<file path="src/rtl/pw_trigger_seq.sv">
// Multi-pulse trigger sequencer: after a match, emits a train of up to pNUM_PULSES
// pulses, each with its own delay and width, and gates capture for the whole train.
module pw_trigger_seq #(
  parameter int pNUM_PULSES  = 8,
  parameter int pDELAY_WIDTH = 20,
  parameter int pWIDTH_WIDTH = 17,
  parameter int pCNT_WIDTH   = $clog2(pNUM_PULSES + 1)
) (
  input  logic                                  fe_clk,
  input  logic                                  reset_i,
  input  logic [pNUM_PULSES*pDELAY_WIDTH-1:0]   I_delays,
  input  logic [pNUM_PULSES*pWIDTH_WIDTH-1:0]   I_widths,
  input  logic [pCNT_WIDTH-1:0]                 I_num_pulses,
  input  logic                                  I_match,
  input  logic                                  I_abort,
  input  logic                                  I_capturing,
  output logic                                  O_trigger,
  output logic                                  O_capture_enable,
  output logic                                  O_busy,
  output logic [pCNT_WIDTH-1:0]                 O_pulse_index,
  output logic                                  O_done
);

  localparam int CW = (pDELAY_WIDTH > pWIDTH_WIDTH) ? pDELAY_WIDTH : pWIDTH_WIDTH;
  localparam logic [pCNT_WIDTH-1:0] MAX_N = pCNT_WIDTH'(pNUM_PULSES);

  typedef enum logic [1:0] {
    IDLE  = 2'd0,
    DELAY = 2'd1,
    HIGH  = 2'd2
  } state_t;

  state_t                 state_r, state_s;
  logic [CW-1:0]          cnt_r, cnt_s;
  logic [pCNT_WIDTH-1:0]  idx_r, idx_s;
  logic [pCNT_WIDTH-1:0]  num_r, num_s;
  logic [pCNT_WIDTH:0]    idx_inc_s;
  logic                   done_s;
  logic                   trigger_r, busy_r, done_r, cap_en_r;
  logic [pDELAY_WIDTH-1:0] d0_s;

  function automatic logic [pDELAY_WIDTH-1:0] delay_of(
    input logic [pNUM_PULSES*pDELAY_WIDTH-1:0] vec,
    input logic [pCNT_WIDTH-1:0]               i
  );
    delay_of = '0;
    for (int k = 0; k < pNUM_PULSES; k++) begin
      if (int'(i) == k) delay_of = vec[k*pDELAY_WIDTH +: pDELAY_WIDTH];
    end
  endfunction

  // Width counter load value is max(W,1)-1 so a zero width still gives one high cycle.
  function automatic logic [CW-1:0] width_load(
    input logic [pNUM_PULSES*pWIDTH_WIDTH-1:0] vec,
    input logic [pCNT_WIDTH-1:0]               i
  );
    logic [pWIDTH_WIDTH-1:0] w;
    w = '0;
    for (int k = 0; k < pNUM_PULSES; k++) begin
      if (int'(i) == k) w = vec[k*pWIDTH_WIDTH +: pWIDTH_WIDTH];
    end
    if (w == '0) width_load = '0;
    else         width_load = CW'(w) - CW'(1);
  endfunction

  assign idx_inc_s = {1'b0, idx_r} + {{pCNT_WIDTH{1'b0}}, 1'b1};
  assign d0_s      = delay_of(I_delays, {pCNT_WIDTH{1'b0}});

  // Next-state logic. The match edge itself counts as the first low cycle of
  // pulse 0, so D0 low cycles follow it; later pulses get Di+1 low cycles.
  always_comb begin
    state_s = state_r;
    cnt_s   = cnt_r;
    idx_s   = idx_r;
    num_s   = num_r;
    done_s  = 1'b0;
    if (I_abort) begin
      state_s = IDLE;
      cnt_s   = '0;
      idx_s   = '0;
    end else begin
      case (state_r)
        IDLE: begin
          if (I_match && (I_num_pulses != '0)) begin
            num_s = (I_num_pulses > MAX_N) ? MAX_N : I_num_pulses;
            idx_s = '0;
            if (d0_s == '0) begin
              state_s = HIGH;
              cnt_s   = width_load(I_widths, {pCNT_WIDTH{1'b0}});
            end else begin
              state_s = DELAY;
              cnt_s   = CW'(d0_s) - CW'(1);
            end
          end else begin
            state_s = IDLE;
          end
        end
        DELAY: begin
          if (cnt_r != '0) begin
            cnt_s = cnt_r - CW'(1);
          end else begin
            state_s = HIGH;
            cnt_s   = width_load(I_widths, idx_r);
          end
        end
        HIGH: begin
          if (cnt_r != '0) begin
            cnt_s = cnt_r - CW'(1);
          end else if (idx_inc_s < {1'b0, num_r}) begin
            state_s = DELAY;
            idx_s   = idx_inc_s[pCNT_WIDTH-1:0];
            cnt_s   = CW'(delay_of(I_delays, idx_inc_s[pCNT_WIDTH-1:0]));
          end else begin
            state_s = IDLE;
            idx_s   = '0;
            done_s  = 1'b1;
          end
        end
        default: begin
          state_s = IDLE;
          cnt_s   = '0;
          idx_s   = '0;
        end
      endcase
    end
  end

  // State, counters and registered outputs.
  always_ff @(posedge fe_clk) begin
    if (reset_i) begin
      state_r   <= IDLE;
      cnt_r     <= '0;
      idx_r     <= '0;
      num_r     <= '0;
      trigger_r <= 1'b0;
      busy_r    <= 1'b0;
      done_r    <= 1'b0;
      cap_en_r  <= 1'b0;
    end else begin
      state_r   <= state_s;
      cnt_r     <= cnt_s;
      idx_r     <= idx_s;
      num_r     <= num_s;
      trigger_r <= (state_s == HIGH);
      busy_r    <= (state_s != IDLE);
      done_r    <= done_s;
      // Capture gate opens with the first pulse and closes once idle and capture ends.
      if (I_abort)                                   cap_en_r <= 1'b0;
      else if (state_s == HIGH)                      cap_en_r <= 1'b1;
      else if ((state_r == IDLE) && !I_capturing)    cap_en_r <= 1'b0;
      else                                           cap_en_r <= cap_en_r;
    end
  end

  assign O_trigger        = trigger_r;
  assign O_capture_enable = cap_en_r;
  assign O_busy           = busy_r;
  assign O_pulse_index    = idx_r;
  assign O_done           = done_r;

endmodule

</file>
<file path="config.mk">
export PLATFORM = sky130hd
export DESIGN_NAME = pw_trigger_seq
export DESIGN_NICKNAME = d
export VERILOG_FILES = /design/src/rtl/pw_trigger_seq.sv
export SDC_FILE = /design/constraint.sdc
export NUM_CORES = 1
export LEC_CHECK = 0
export BUFFER_PORTS_ARGS = -buffer_cell sky130_fd_sc_hd__buf_2
export CAP_MARGIN = 20
export CORE_ASPECT_RATIO = 0.5
export CORE_MARGIN = 3
export CORE_UTILIZATION = 44
export CTS_BUF_LIST = sky130_fd_sc_hd__clkbuf_8
export DETAILED_ROUTE_END_ITERATION = 12
export PLACE_DENSITY = 0.9
export SLEW_MARGIN = 20
export SYNTH_ARGS = -nofsm -noshare
export SYNTH_HDL_FRONTEND = slang
export SYNTH_SLANG_ARGS = --single-unit
</file>
<file path="constraint.sdc">
create_clock -name fe_clk -period 3.4 [get_ports fe_clk]
set_input_delay 0.68 -clock fe_clk [delete_from_list [all_inputs] [get_ports fe_clk]]
set_output_delay 0.68 -clock fe_clk [all_outputs]
set_load 0.01 [all_outputs]
</file>
==> reports/summary.txt <==
I/O pins: 313
leak pwr: 3.88 nW
TritonCTS clock tree: done
Die Area: 16500 um^2
initial antenna violation count: 3
Routed WL: 37400 um
Area after DPL: 8760 um^2
core region area: 14100 um^2
crit end category: flop
Crit Path Class: reg -> reg
synthesized area: 6580 um^2
slew margin rel.: 42.4%
grt total ovfl: 0
Final Skew: 0.00479 ns
Die Wd: 179 um
1st-pass router iterations: 6
Syn Nets: 1339
Worst Hold Depth: 2
PortBufs: 312
Detail Route Antenna Nets: 0
Max Fclk: 300 MHz
nature of the critical path startpoint: flop
Mean Syn Cell Area: 6.46 um^2
area share of fa/ha/maj cells after synthesis: 3.04%
Area growth syn-to-layout: 37.1%
CTS max path bufs: 2
cell area after layout: 9010 um^2
die height: 92.4 um
Worst-Margin Slew: 0.862 ns
overall routing resource usage: 42.1%
Routed wire per std cell: 24.1 um
complex-gate fraction of the synthesized area: 41.6%
first-pass GRT wire length: 53300 um
hold violation count in the final report: 0
Final Setup Violations: 0
Post-synth EDFFs: 0
# DRC: 0
via count: 10.3k
setup TNS: 0 ns
Primary FF master, synth: dfxtp_1
Final Non-Filler Cells: 1550
placed insts: 1534
fin. max-slew vios: 0
clk slew on worst S/H paths: 0.08 ns
Initial Util: 46.7%
outcome: finished clean
Max-cap violations: 0
H-tree depth: 2
largest family of logic cells by synthesized area: compound AO/OA/AOI/OAI gates
Crit Path Max Fanout: 7
vias per std cell: 6.63
worst reg2reg path depth: 13
Std-Cell Rows: 30
largest net degree at the start of global routing: 39
#FFs+latches synth: 34
Pwr Total: 1.78 mW
Final Util: 64.0%
VDD IR-drop max: 0.000150 V
pwr dens: 198 nW/um^2
clk sinks: 34
library cells used by synthesis: 85
YS warnings: 0
multiplexer share of the synthesized area: 0.799%
sequential area share after synthesis: 10.4%
initial DRC count: 1503
layout cells sized above 1: 35.4%
XOR/XNOR Fraction of Synth Area: 7.19%
post-layout min period: 3.34 ns
HPWL after detailed placement: 30600 um
post-synthesis simple-gate area fraction: 29.4%
async set-reset flop share out of synthesis: 0%
Worst-Skew Late Latency: 0.30 ns
CTS Buf Count: 5
worst endpoint required time: 3.62 ns
Clock Tree Root: clkbuf_8
vias in the first global route: 9383
final worst-path cycle share: 98.2%
Worst Hold Class: reg -> reg
Post-Syn Instances: 1018
nets: 1677
Arr. time, crit path: 3.56 ns
routability cong.: 1.10
[worst max-delay path, stage by stage, from the launching register on]
cell        delay [ns]
dfxtp_2           0.35
buf_6             0.12
clkinvlp_4        0.13
ha_4              0.22
buf_4             0.17
inv_1             0.15
a311oi_1          0.12
o2bb2ai_1         0.38
nand4_2           0.28
nor4_2            0.38
and2b_1           0.26
and3_1            0.33
nor2_1            0.10
a221oi_2          0.26
[layer usage]
layer,part of all wire [%],vias to the layer above,GRT usage (%)
li1,-,4518,-
met1,38,4685,54.6
met2,41,929,62.6
met3,18,138,19.2
met4,3.5,4,11.9
met5,0.18,-,0
[through the flow]
step	hold WS, ns	setup slack, ns
after global routing	0.507	-0.0589
after CTS	0.481	0.0951
after global placement	0.459	0.182
after floorplan	0.441	0.0139
final	0.481	0.0628
after detailed placement	0.469	0.115
[flip-flops by register name, summed over array words and instances (netlist names)]
register and cells:
O_pulse_index 4, O_trigger 1, state_r 2, O_capture_enable 1, O_busy 1, O_done 1
num_r 4, cnt_r 20
[cells by family (layout without fill, tap and decap cells)]
group / Yosys count / count (layout)
DFF: 34 / 34
adders and majority gates: 16 / 16
muxes: 5 / 5
other: 0 / 2
buffers and inverters: 116 / 454
xor gates and xnor gates: 54 / 54
and+or+nand+nor: 387 / 387
AOI/OAI and AO/OA: 406 / 406
[layout make-up]
cell class                 count  area, um^2
antenna                        2        5.00
clock buffer                   5        68.8
clock inverter                 2        7.51
fill                        1354        5060
inverter                      36         139
multi-input combinational    868        5510
sequential                    34         683
tap                          192         240
timing repair buffer         411        2360
[where the power goes]
group / leakage, nW / internal (mW) / switching, mW / total, mW
sequential: 0.278 / 0.416 / 0.0216 / 0.437
clock: 0.0466 / 0.136 / 0.181 / 0.317
combinational: 3.56 / 0.416 / 0.614 / 1.03
[placed cells by master (no fill, tap or decap), types with 5 or more instances in the layout]
master and instances:
buf_2 312, nand2_1 132, a21oi_1 97, buf_4 93, o21ai_0 81, nor2_1 79
inv_1 34, nor3_1 33, dfxtp_1 32, xnor2_1 31, o211ai_1 28, a22oi_1 28
nand3_1 26, o22ai_1 24, a221oi_1 23, xor2_1 21, o21ai_1 19, nor4_1 16
nand3b_1 15, a31oi_1 12, nand2b_1 11, a211oi_1 11, ha_1 11, or3_1 9
nor2b_1 9, a221o_1 7, or4_1 7, a32oi_1 7, or2_2 6, a22o_1 6
nand4_1 5, ha_4 5, clkbuf_8 5
[repair_timing]
action	4_1_cts	5_1_grt
hold buffers	0	0
buffers inserted	0	7
gates resized for setup	0	27
endpoints found under the setup margin	0	20
[synthesized netlist by cell type (27+ instances only)]
master,instances,share of area (%)
nand2_1,132,7.5
a21oi_1,97,7.4
o21ai_0,83,6.3
nor2_1,81,4.6
clkbuf_1,41,2.3
dfxtp_1,34,10
inv_1,34,1.9
nor3_1,33,2.5
xnor2_1,33,4.4
a22oi_1,28,3.2
o211ai_1,28,3.2
nand3_1,27,2.1
[path summary, 6_finish.rpt]
path	startpoint	endpoint	slack [ns]
max	O_pulse_index[1]	cnt_r[19]	0.06
min	cnt_r[11]	cnt_r[11]	0.48
min reg2reg	cnt_r[11]	cnt_r[11]	0.48
max reg2reg	O_pulse_index[1]	cnt_r[19]	0.06
Power figures use the tool's default switching activity.
